File: src/rtl/sync_fifo_ctrl.sv
// FIFO controller for an external RAM whose read data arrives one cycle after the read strobe.
// A one-entry holding register keeps pop data stable while the consumer stalls.
module sync_fifo_ctrl #(
    parameter int unsigned DATA_WIDTH = 32,
    parameter int unsigned DEPTH      = 16
) (
    input  logic                         clock,
    input  logic                         reset,
    input  logic                         flush,
    input  logic                         push_valid,
    output logic                         push_ready,
    input  logic [DATA_WIDTH-1:0]        push_data,
    output logic                         pop_valid,
    input  logic                         pop_ready,
    output logic [DATA_WIDTH-1:0]        pop_data,
    output logic [$clog2(DEPTH+2)-1:0]   count,
    output logic                         ram_cen,
    output logic                         ram_wen,
    output logic                         ram_ren,
    output logic [$clog2(DEPTH)-1:0]     ram_waddr,
    output logic [$clog2(DEPTH)-1:0]     ram_raddr,
    output logic [DATA_WIDTH-1:0]        ram_wdata,
    input  logic [DATA_WIDTH-1:0]        ram_rdata
);

    localparam int unsigned ADDR_WIDTH = $clog2(DEPTH);
    localparam int unsigned CNT_WIDTH  = $clog2(DEPTH + 2);

    logic [ADDR_WIDTH-1:0] wptr_q, wptr_d;
    logic [ADDR_WIDTH-1:0] rptr_q, rptr_d;
    logic [CNT_WIDTH-1:0]  ram_cnt_q, ram_cnt_d;
    logic                  rvalid_q, rvalid_d;
    logic                  hold_valid_q, hold_valid_d;
    logic [DATA_WIDTH-1:0] hold_data_q, hold_data_d;
    logic                  init_done_q;

    logic                  push_fire;
    logic                  pop_fire;
    logic                  rd_en;
    logic [1:0]            out_cnt;

    // Handshakes; a RAM read is issued only when the output stage will be empty next cycle
    always_comb begin
        push_ready = init_done_q && (ram_cnt_q != CNT_WIDTH'(DEPTH)) && !flush;
        push_fire  = push_valid && push_ready;
        pop_valid  = hold_valid_q || rvalid_q;
        pop_data   = hold_valid_q ? hold_data_q : ram_rdata;
        pop_fire   = pop_valid && pop_ready && !flush;
        out_cnt    = 2'(hold_valid_q) + 2'(rvalid_q);
        rd_en      = (ram_cnt_q != '0) && !flush && (out_cnt == 2'(pop_fire));
    end

    assign ram_wen   = push_fire;
    assign ram_waddr = wptr_q;
    assign ram_wdata = push_data;
    assign ram_ren   = rd_en;
    assign ram_raddr = rptr_q;
    assign ram_cen   = push_fire || rd_en;
    assign count     = ram_cnt_q + CNT_WIDTH'(hold_valid_q) + CNT_WIDTH'(rvalid_q);

    always_comb begin
        wptr_d       = wptr_q;
        rptr_d       = rptr_q;
        ram_cnt_d    = ram_cnt_q;
        rvalid_d     = 1'b0;
        hold_valid_d = hold_valid_q;
        hold_data_d  = hold_data_q;
        if (flush) begin
            wptr_d       = '0;
            rptr_d       = '0;
            ram_cnt_d    = '0;
            hold_valid_d = 1'b0;
        end else begin
            if (push_fire) begin
                wptr_d = wptr_q + ADDR_WIDTH'(1);
            end
            if (rd_en) begin
                rptr_d = rptr_q + ADDR_WIDTH'(1);
            end
            if (push_fire && !rd_en) begin
                ram_cnt_d = ram_cnt_q + CNT_WIDTH'(1);
            end else if (rd_en && !push_fire) begin
                ram_cnt_d = ram_cnt_q - CNT_WIDTH'(1);
            end
            rvalid_d = rd_en;
            // Park returned data that the consumer did not take this cycle
            if (rvalid_q && !pop_fire) begin
                hold_valid_d = 1'b1;
                hold_data_d  = ram_rdata;
            end else if (hold_valid_q && pop_fire) begin
                hold_valid_d = 1'b0;
            end
        end
    end

    always_ff @(posedge clock or negedge reset) begin
        if (!reset) begin
            wptr_q       <= '0;
            rptr_q       <= '0;
            ram_cnt_q    <= '0;
            rvalid_q     <= 1'b0;
            hold_valid_q <= 1'b0;
            hold_data_q  <= '0;
            init_done_q  <= 1'b0;
        end else begin
            wptr_q       <= wptr_d;
            rptr_q       <= rptr_d;
            ram_cnt_q    <= ram_cnt_d;
            rvalid_q     <= rvalid_d;
            hold_valid_q <= hold_valid_d;
            hold_data_q  <= hold_data_d;
            init_done_q  <= 1'b1;
        end
    end

endmodule

File: config.mk
export PLATFORM = sky130hd
export DESIGN_NAME = sync_fifo_ctrl
export DESIGN_NICKNAME = d
export VERILOG_FILES = /design/src/rtl/sync_fifo_ctrl.sv
export SDC_FILE = /design/constraint.sdc
export NUM_CORES = 1
export LEC_CHECK = 0
export CAP_MARGIN = 20
export CORE_MARGIN = 8
export CORE_UTILIZATION = 44
export CTS_BUF_LIST = sky130_fd_sc_hd__clkbuf_4 sky130_fd_sc_hd__clkbuf_8
export CTS_CLUSTER_DIAMETER = 80
export CTS_CLUSTER_SIZE = 24
export DETAILED_ROUTE_END_ITERATION = 8
export PLACE_DENSITY = 0.95
export SYNTH_ARGS = -nofsm -noshare
export SYNTH_HDL_FRONTEND = slang
export SYNTH_SLANG_ARGS = --single-unit
File: constraint.sdc
create_clock -name clock -period 7.2 [get_ports clock]
set_input_delay 1.8 -clock clock [delete_from_list [all_inputs] [get_ports clock]]
set_output_delay 1.8 -clock clock [all_outputs]
set_load 0.005 [all_outputs]
# After elaboration in Yosys (flattened, before gate mapping)
# Index checks and enable logic that the tools add are counted.
[op_classes]
n_addsub = 7
n_eq_ne = 2
muxes = 12
bitwise_logic = 1
n_reduce_logical = 23
[op_table]
columns = ["operator", "n"]
rows = [
  ["$mux 32", 1],
  ["$mux 4", 4],
  ["$mux 5", 3],
  ["$logic_and 1x1->1", 11],
  ["$add 5x1->5", 2],
  ["$add 4x1->4 const B", 2],
  ["$reduce_bool 3->1", 2],
  ["$add 5x1->5 const B", 1],
  ["$ne 5x5->1 const B", 1],
  ["$reduce_bool 5->1", 1],
  ["$sub 5x1->5 const B", 1],
  ["$logic_not 1->1", 4],
  ["$mux 1", 4],
  ["$reduce_bool 2->1", 2],
  ["$add 1x1->2", 1],
  ["$eq 2x1->1", 1],
  ["$logic_or 1x1->1", 2],
  ["$reduce_and 2->1", 1],
  ["$not 1->1", 1],
]
[totals]
ff_bits = 48
output_inout_bits = 82
word_cells = 52

# Longest topological paths before layout
# Gate-level depths: netlist of run 1.
[logic_depth]
depth_word = 9
depth_mapped = 13
mapped_depth_nobuf = 11

# Least setup slack after synthesis of run 1
# Ideal clock, no wire load.
[synth_timing]
path_kind = "input-to-output"
from = "in pop_ready"
to = "out ram_cen"
t_arrival_ns = 2.794
required_time_ns = 5.400
slack_ns = 2.606
path_stages = 4
path_buffers = 0
path_cell_list = "nor2b_1 xor2_1 nor2_4 or2_2"
[synth_between]
elab_chain_len = 5
[synth_lines]
columns = ["item", "line", "rtl"]
rows = [
  ["start: declaration", "14", "input logic pop_ready,"],
  ["$logic_and 1x1->1 (2 in series)", "48", "pop_fire = pop_valid && pop_ready && !flush;"],
  ["$eq 2x1->1", "50", "rd_en = (ram_cnt_q != '0) && !flush && (out_cnt == 2'(pop_fire));"],
  ["$logic_and 1x1->1", "50", ""],
  ["net ram_ren", "19", "output logic ram_ren,"],
  ["$logic_or 1x1->1", "58", "assign ram_cen = push_fire || rd_en;"],
  ["end: declaration", "17", "output logic ram_cen,"],
]
# The timed path passes the listed nets, and every way through them passes these cells.

# Worst setup path in the final report of run 1
[layout_timing]
from = "in flush"
to = "out ram_cen"
[layout_between]
elab_chain_len = 5
elab_cells_between_ends = 8
classes_between = "eq/ne (1); reduce/logical (7)"
[layout_lines]
columns = ["item", "line", "rtl"]
rows = [
  ["start: declaration", "9", "input logic flush,"],
  ["$logic_not 1->1 *", "44, 48, 50", ""],
  ["$logic_and 1x1->1", "48", ""],
  ["$eq 2x1->1", "50", ""],
  ["$logic_and 1x1->1", "50", ""],
  ["$logic_or 1x1->1 *", "58", ""],
]
# Every way passes the cells marked *; elsewhere a longest branch is shown, timed or not.

==> impl_metrics.yaml, run 1 <==
status:
  status: "completed"
run:
  cap_violations: 0
drt:
  drt_pass1_iterations: 3
  drtIter0Drc: 24
  drc: 0
  totalWireLength_mm: 6.28
  drtAntennaViolNets: 0
  vias_per_cell: 5.11
  via_count: 1887
  routedWlPerCell_um: 17.0
logic_synthesis:
  seq_area_frac_synth_pct: 41.9
  synthTopCellsByArea: "dfrtp_1 42%, mux2_2 25%, buf_4 8.4%, ha_1 3.9%, mux2i_1 2.1%"
  synth_cells: 236
  syn_area_sq_um: 2870
  synth_mux_area_share_pct: 27.7
  synth_top_family_by_area: "multiplexers"
  synth_compound_area_share_pct: 3.23
  synth_xor_area_share_pct: 3.62
  yosys_warnings: 0
  synth_cell_type_count: 37
  synth_fa_ha_area_share_pct: 5.32
  synth_area_leader_cell: "dfrtp_1"
  synth_top_cell_area_share_pct: 41.9
  synth_fp_nets: 316
  ys_ff_latch: 48
  synth_area_per_cell_sq_um: 12.2
  synthSimpleGateAreaFrac_pct: 7.33
finish:
  final_cell_mix: "85 x clkdlybuf4s50_1, 63 x mux2_2, 48 x dfrtp_1"
  diodes: 0
  postLayoutCoreUtil_pct: 58.2
  syn2layout_area_growth_pct: 28.1
  drive_gt1_share_pct: 28.4
  layout.nets: 371
  multi_input_area_sq_um: 1360
  final_common_cell: "clkdlybuf4s50_1"
  fillers: 529
  seqCellArea_sq_um: 1200
  final_cells: 369
clock_network:
  h-tree-depth: 2
  clk_path_buf_depth: 2
  clk_latency_ns: 0.29
  tritoncts: "yes"
  post_cts_buffers: 0
  root_buffer: "clkbuf_8"
  cts.clk_slew.worst_paths_ns: 0.08
  cts_resized: 0
  postCtsHoldBufs: 0
  cts_made_buffers: 5
  cts.sinks: 48
global_route:
  antenna_found_initial: 0
  grt_start_max_net_pins: 49
  grt_pass1_vias: 2109
  grt_pass1_wl_mm: 10.3
  grtUsageTotal_pct: 12.9
  grt_overflow: 0
critical_path:
  worstSetupEndpointType: "output pin"
  path_delay_family: "buffers and inverters"
  cp-endpoint: "ram_cen"
  cp-start-kind: "input pin"
  reg2reg_from: "rvalid_q"
  crit_path_top_delay_cell: "clkdlybuf4s50_1"
  reg2reg_depth: 11
  startpoint: "flush"
  crit_path_frequent_cell: "clkdlybuf4s50_1"
  rrSetupSlack_ns: 4.00
  crit_cells: 5
  path_max_fanout: 18
  crit_arrival_ns: 3.97
  crit_chain: "clkdlybuf4s50_1, nand2b_4, a211oi_4, or2_2, clkdlybuf4s50_1"
  crit_buf_inv: 2
  critical_path.max_stage_delay_ns: 0.71
  worstPathRequired_ns: 5.40
  rr_endpoint: "ram_cnt_q[4]"
  worstSetupPathType: "input pin to output pin"
die:
  core_sq_um: 6310
  start_util_pct: 45.4
  ios: 151
  die_x_um: 96.7
  die_h_um: 96.7
  die-area_sq_um: 9360
  core.rowCount: 29
power:
  power_leakage_nw: 1.56
  ir_drop_v: 0.000172
  powerDensity_nw_per_um2: 335
sta:
  layout_worst_path_cycle_share_pct: 80.1
  fin_ws_ns: 1.43
  slew_viol_final: 0
  finalSetupViolCount: 0
  max_freq_mhz: 173
  worst_slew_pin_slew_ns: 0.781
  fin_worst_skew_ns: 0.00733
  final.setup.tns_ns: 0
  max-slew-margin-rel_pct: 47.4
  timing_hold_violations_final: 0
  period_minus_slack_ns: 5.77
  hold_ws_ns: 0.495
  rsz0062_at_grt: "false"
hold_path:
  min_from: "hold_data_q[21]"
  min_path_type: "flop to flop"
placed_design:
  io_buffer_count: 86
  hpwl_mm: 4.76
  dp.cells: 360
  routabilityCongestion: 0.803
  dpl_worst_slack_ns: 1.44
[routing by layer]
metal | GRT usage, % | wire, um | vias up
li1 | - | - | 884
met1 | 13.4 | 2460 | 930
met2 | 23.4 | 3340 | 65
met3 | 4.77 | 421 | 8
met4 | 3.91 | 58 | 0
met5 | 0 | 0 | -
[kinds of logic (layout without fill, tap and decap cells)]
group | after synthesis | count (layout)
muxes | 71 | 71
buffers and inverters | 49 | 105
DFF | 48 | 48
and+or+nand+nor | 32 | 32
AOI/OAI and AO/OA | 13 | 13
adders and majority gates | 11 | 11
xor gates and xnor gates | 11 | 11
other | 1 | 1
[synth_stat cells]
cell      instances
o21ai_0           5
nand3b_1          1
mux2_4            1
buf_4            32
mux2i_1           6
clkbuf_1          6
nand2_1           4
nor4_4            1
nor2_1            4
nand3_1           4
inv_1             8
mux2_1            1
ha_1              9
a21oi_1           3
a211oi_1          2
dfrtp_1          48
nor2_4            1
a211oi_4          1
nand2b_4          1
fa_1              2
a211o_2           1
nand2b_1          4
or2_2             1
or2b_1            4
a21o_1            1
conb_1            1
mux2_2           63
xnor2_1           5
buf_2             3
or3_1             1
nand4_1           1
xor2_1            5
xnor2_2           1
nand4b_1          1
nor2b_1           2
nor3_1            1
and3_1            1
[registers in the layout, indices dropped and copies added, names as in the netlist]
register	cells
hold_data_q	32
hold_valid_q	1
init_done_q	1
ram_cnt_q	5
ram_raddr	4
ram_waddr	4
rvalid_q	1
[worst min-delay path by stage]
stage                                 end  cells after the start
final                     hold_data_q[21]                      1
after global routing      hold_data_q[26]                      1
after CTS                 hold_data_q[21]                      1
after detailed placement  hold_data_q[21]                      1
after global placement    hold_data_q[21]                      1
after floorplan           hold_data_q[21]                      1
[cell type report]
class,instances,share of cell area (%)
multi-input cells,139,37.0
well taps,77,2.62
inverters,8,0.817
flip-flops and latches,48,32.7
repair buffers,89,24.2
clock buffers,8,2.66
[worst register-to-register path, cell delays in order (launching register included)]
cell      delay, ns
dfrtp_1        0.37
inv_1          0.10
ha_1           0.22
nor2b_1        0.28
xor2_1         0.41
o21ai_0        0.41
fa_1           0.53
a21o_1         0.19
a21oi_1        0.19
nand4b_1       0.12
o21ai_0        0.11
mux2i_1        0.20
[through the flow]
stage / area (sq um) / power (W)
after floorplan: 2870 / 0.000823
after global placement: 3560 / 0.00104
after detailed placement: 3560 / 0.00107
after CTS: 3650 / 0.00125
after global routing: 3670 / 0.00132
final: 3670 / 0.00123
[power by group]
group / internal, W / switching (W) / leakage, nW / total, W
clock network: 0.0000860 / 0.0000820 / 0.0523 / 0.000168
registers: 0.000382 / 0.0000772 / 0.592 / 0.000459
logic: 0.000376 / 0.000226 / 0.914 / 0.000603
(Power assumes the default switching activity.)
==> run 2: changes to the inputs <==
Settings changed: CORE_UTILIZATION 44 to 37, PLACE_DENSITY 0.95 to 0.9.
Clock period 7.2 ns to 5 ns, I/O delays scaled along.
==> impl_metrics.yaml, run 2 (same netlist as run 1, synthesis figures left out) <==
global_route:
  grtUsageTotal_pct: 12.1
  grt_pass1_vias: 2113
  antenna_found_initial: 0
  grt_start_max_net_pins: 49
  grt_pass1_wl_mm: 10.9
  grt_overflow: 0
power:
  powerDensity_nw_per_um2: 483
  ir_drop_v: 0.000171
  power_frac_clock_pct: 15.5
  power_w: 0.00180
  p_comb_share_pct: 47.9
  p_int_w: 0.00124
  pwr-share-seq_pct: 36.6
  power_leakage_nw: 1.57
  p_sw_w: 0.000555
  p_sw_share_pct: 30.8
die:
  die_x_um: 104
  start_util_pct: 37.7
  core.rowCount: 32
  die-area_sq_um: 10800
  core_sq_um: 7610
  die_h_um: 104
  ios: 151
drt:
  drtIter0Drc: 51
  wl_met1_mm: 2.53
  routedWlPerCell_um: 16.5
  vias_per_cell: 4.73
  wl_met2_mm: 3.44
  topRoutingLayerUsed: "met4"
  drc: 0
  drt_pass1_iterations: 3
  totalWireLength_mm: 6.51
  via_count: 1870
  met3WireLength_um: 451
  drtAntennaViolNets: 0
finish:
  regMostFlops: "hold_data_q"
  syn2layout_area_growth_pct: 30.0
  final_cell_mix: "85 x clkdlybuf4s50_1, 63 x mux2_2, 48 x dfrtp_1"
  drive_gt1_share_pct: 28.7
  fillers: 705
  largestRegisters: "hold_data_q x32, ram_cnt_q x5"
  diodes: 0
  final_common_cell: "clkdlybuf4s50_1"
  layout.nets: 372
  largest_register_ff_count: 32
hold_path:
  min_path_cells: 1
  min_path_type: "flop to flop"
critical_path:
  crit_chain: "clkdlybuf4s50_1, nor2b_1, xor2_1, nor2_4, or2_2, clkdlybuf4s50_1"
  worstSetupEndpointType: "output pin"
  worstSetupPathType: "input pin to output pin"
  critical_path.max_stage_delay_ns: 0.46
  path_max_fanout: 6
  reg2reg_depth: 11
  crit_cells: 6
  worstPathRequired_ns: 3.75
  cp-start-kind: "input pin"
  crit_buf_inv: 2
  crit_path_frequent_cell: "clkdlybuf4s50_1"
  crit_path_top_delay_cell: "clkdlybuf4s50_1"
  path_delay_family: "buffers and inverters"
  crit_arrival_ns: 3.23
sta:
  fin_ws_ns: 0.520
  max_freq_mhz: 223
  finalSetupViolCount: 0
  timing_hold_violations_final: 0
  max-slew-margin-rel_pct: 50.0
  final.setup.tns_ns: 0
  period_minus_slack_ns: 4.48
  worst_slew_pin_slew_ns: 0.742
  fin_worst_skew_ns: 0.00386
  rsz0062_at_grt: "false"
  hold_ws_ns: 0.500
  layout_worst_path_cycle_share_pct: 89.6
  slew_viol_final: 0
clock_network:
  cts.clk_slew.worst_paths_ns: 0.08
  cts.sinks: 48
  root_buffer: "clkbuf_8"
  clk_latency_ns: 0.29
  cts_made_buffers: 5
  postCtsHoldBufs: 0
  clk_path_buf_depth: 2
  h-tree-depth: 2
  tritoncts: "yes"
  cts_resized: 0
  post_cts_buffers: 0
status:
  status: "completed"
placed_design:
  hpwl_mm: 4.87
  routabilityCongestion: 0.767
  dpl_worst_slack_ns: 0.527
  io_buffer_count: 86
run:
  cap_violations: 0
==> run 2: worst paths after layout <==
check                             startpoint              to  slack (ns)
worst max-delay path               pop_ready         ram_cen        0.52
worst min-delay path            ram_waddr[3]    ram_waddr[3]        0.50
worst max register to register      rvalid_q    ram_cnt_q[4]        1.83
worst min register to register  ram_waddr[3]    ram_waddr[3]        0.50
max in group asynchronous              reset  hold_data_q[0]        3.71
min in group asynchronous              reset     init_done_q        0.80
==> run 2: worst register-to-register path: cells and delay by family (launching register included) <==
family,cells,cell delay (ns)
xor+xnor,1,0.39
mux,1,0.22
fa+ha+maj,2,0.74
buf+inv,1,0.11
simple gates,2,0.39
compound gates,4,0.86
flops,1,0.39
==> run 2: power groups by stage <==
| stage | Sequential (W) | Combinational [W] | Clock (W) |
|---|---|---|---|
| 2_1_floorplan | 0.000634 | 0.000551 | 0 |
| 3_3_place_gp | 0.000652 | 0.000852 | 0 |
| 3_5_place_dp | 0.000667 | 0.000878 | 0 |
| 4_1_cts | 0.000659 | 0.000882 | 0.000295 |
| 5_1_grt | 0.000683 | 0.000947 | 0.000307 |
| 6_report | 0.000659 | 0.000862 | 0.000279 |
==> run 2: layout make-up <==
type	count	area [sq um]	share of cell area (%)
Timing Repair Buffer	90	898	24.1
Inverter	8	30.0	0.806
Tap cell	102	128	3.42
Multi-Input combinational cell	139	1360	36.5
Sequential cell	48	1200	32.2
Clock buffer	6	76.3	2.05
Clock inverter	2	35.0	0.940
==> run 2: metal layers <==
| layer | vias up | GRT usage [%] |
|---|---|---|
| li1 | 887 | - |
| met1 | 914 | 12.7 |
| met2 | 59 | 21.7 |
| met3 | 10 | 4.34 |
| met4 | 0 | 4.45 |
| met5 | - | 0 |
==> run 2: per-stage QoR <==
stage | std cells | utilization (%) | area [sq um]
after floorplan | 236 | - | 2870
after detailed placement | 386 | 47.3 | 3600
after global routing | 395 | 49.0 | 3730
after CTS | 394 | 48.7 | 3710
after global placement | 386 | 47.3 | 3600
final | 395 | 49.0 | 3730
==> run 3: changes to the inputs <==
--- a/config.mk
+++ b/config.mk
@@ -7,11 +7,10 @@
 export LEC_CHECK = 0
 export CAP_MARGIN = 20
-export CORE_MARGIN = 8
-export CORE_UTILIZATION = 37
+export CORE_UTILIZATION = 34
 export CTS_BUF_LIST = sky130_fd_sc_hd__clkbuf_4 sky130_fd_sc_hd__clkbuf_8
 export CTS_CLUSTER_DIAMETER = 80
 export CTS_CLUSTER_SIZE = 24
 export DETAILED_ROUTE_END_ITERATION = 8
-export PLACE_DENSITY = 0.9
+export PLACE_DENSITY = 0.85
 export SYNTH_ARGS = -nofsm -noshare
 export SYNTH_HDL_FRONTEND = slang
==> constraint.sdc (replaced) <==
create_clock -name clock -period 5 [get_ports clock]
set_input_delay 1.25 -clock clock [delete_from_list [all_inputs] [get_ports clock]]
set_output_delay 1.25 -clock clock [all_outputs]
set_load 0.01 [all_outputs]
==> impl_metrics.yaml, run 3 (same netlist as run 1, synthesis figures left out) <==
status:
  status: "completed"
power:
  power_leakage_nw: 1.56
  ir_drop_v: 0.000175
  powerDensity_nw_per_um2: 479
sta:
  max_freq_mhz: 221
  max-slew-margin-rel_pct: 52.1
  finalSetupViolCount: 0
  rsz0062_at_grt: "false"
  worst_slew_pin_slew_ns: 0.710
  fin_worst_skew_ns: 0.00913
  slew_viol_final: 0
  final.setup.tns_ns: 0
  period_minus_slack_ns: 4.52
  layout_worst_path_cycle_share_pct: 90.4
  hold_ws_ns: 0.496
  timing_hold_violations_final: 0
finish:
  largestRegisters: "hold_data_q x32, ram_cnt_q x5"
  largest_register_ff_count: 32
  diodes: 0
  final_cells: 398
  postLayoutCoreUtil_pct: 45.4
  drive_gt1_share_pct: 28.7
  regMostFlops: "hold_data_q"
  final_cell_mix: "85 x clkdlybuf4s50_1, 63 x mux2_2, 48 x dfrtp_1"
  final_common_cell: "clkdlybuf4s50_1"
  layout.nets: 373
  syn2layout_area_growth_pct: 29.3
clock_network:
  tritoncts: "yes"
  cts_made_buffers: 5
  cts.clk_slew.worst_paths_ns: 0.08
  h-tree-depth: 2
  root_buffer: "clkbuf_8"
  cts_resized: 0
  clk_latency_ns: 0.29
  post_cts_buffers: 0
  clk_path_buf_depth: 2
  cts.sinks: 48
  postCtsHoldBufs: 0
die:
  die_x_um: 93.8
  start_util_pct: 35.1
  ios: 151
  core.rowCount: 33
  die-area_sq_um: 8810
  die_h_um: 93.8
  core_sq_um: 8180
drt:
  drtIter0Drc: 19
  drtAntennaViolNets: 0
  drc: 0
  via_count: 1865
  totalWireLength_mm: 5.51
  vias_per_cell: 4.69
  drt_pass1_iterations: 2
  routedWlPerCell_um: 13.8
critical_path:
  crit_path_frequent_cell: "clkdlybuf4s50_1"
  cp-start-kind: "input pin"
  startpoint: "pop_ready"
  critical_path.max_stage_delay_ns: 0.47
  crit_arrival_ns: 3.27
  reg2reg_depth: 11
  worstSetupEndpointType: "output pin"
  crit_chain: "clkdlybuf4s50_1, nor2b_1, xor2_1, nor2_4, or2_2, clkdlybuf4s50_1"
  reg2reg_from: "hold_valid_q"
  worstPathRequired_ns: 3.75
  path_max_fanout: 6
  crit_path_top_delay_cell: "clkdlybuf4s50_1"
  worstSetupPathType: "input pin to output pin"
global_route:
  grt_start_max_net_pins: 49
  grt_pass1_vias: 1923
  grt_overflow: 0
  grt_pass1_wl_mm: 8.87
  grtUsageTotal_pct: 12.7
  antenna_found_initial: 0
run:
  cap_violations: 0
placed_design:
  dp.cells: 390
  io_buffer_count: 86
  hpwl_mm: 4.12
  routabilityCongestion: 0.806
hold_path:
  min_from: "ram_waddr[3]"
  min_path_type: "flop to flop"
  min_path_cells: 1
[run 3: cell types whose count changed in the layout (fill, tap and decap cells not counted)]
cell and change:
bufinv_16 -1, clkinvlp_4 +1, clkbuf_4 -1, buf_4 +1
[run 3: metrics by stage]
stage | setup WS (ns) | total power, W | instance area (sq um)
after floorplan | 1.47 | 0.00124 | 2870
after global placement | 0.510 | 0.00154 | 3610
after detailed placement | 0.489 | 0.00157 | 3610
after CTS | 0.482 | 0.00181 | 3690
after global routing | 0.406 | 0.00190 | 3710
final | 0.481 | 0.00178 | 3710
[run 3: path summary, 6_finish.rpt]
| check | endpoint | slack [ns] |
|---|---|---|
| worst max-delay path | ram_cen | 0.48 |
| worst min-delay path | ram_waddr[3] | 0.50 |
| worst max register to register | ram_cnt_q[4] | 1.57 |
| worst min register to register | ram_waddr[3] | 0.50 |
| max in group asynchronous | hold_data_q[15] | 3.54 |
| min in group asynchronous | init_done_q | 0.94 |
[run 3: power by group]
| group | total [W] | switching, W | internal [W] |
|---|---|---|---|
| sequential | 0.000665 | 0.000115 | 0.000550 |
| combinational | 0.000892 | 0.000349 | 0.000543 |
| clock | 0.000221 | 0.000126 | 0.0000949 |
[run 3: routing by layer]
layer	vias to the layer above	global-route usage, %	share of wire [%]
met4	0	4.87	0.83
met2	48	22.1	52
li1	888	-	-
met1	925	15.4	42
met5	-	0	0
met3	4	2.43	5.2
[run 3: layout make-up]
class                           count  area, sq um
Clock buffer                        5         68.8
Clock inverter                      2         12.5
Fill cell                         763         4470
Inverter                            8         30.0
Multi-Input combinational cell    139         1360
Sequential cell                    48         1200
Tap cell                          105          131
Timing Repair Buffer               91          906
[run 3: critical path, delay by kind of cell]
kind,cells,cell delay (ns)
buffers and inverters,2,0.92
XOR/XNOR,1,0.39
AND/OR/NAND/NOR,3,0.71
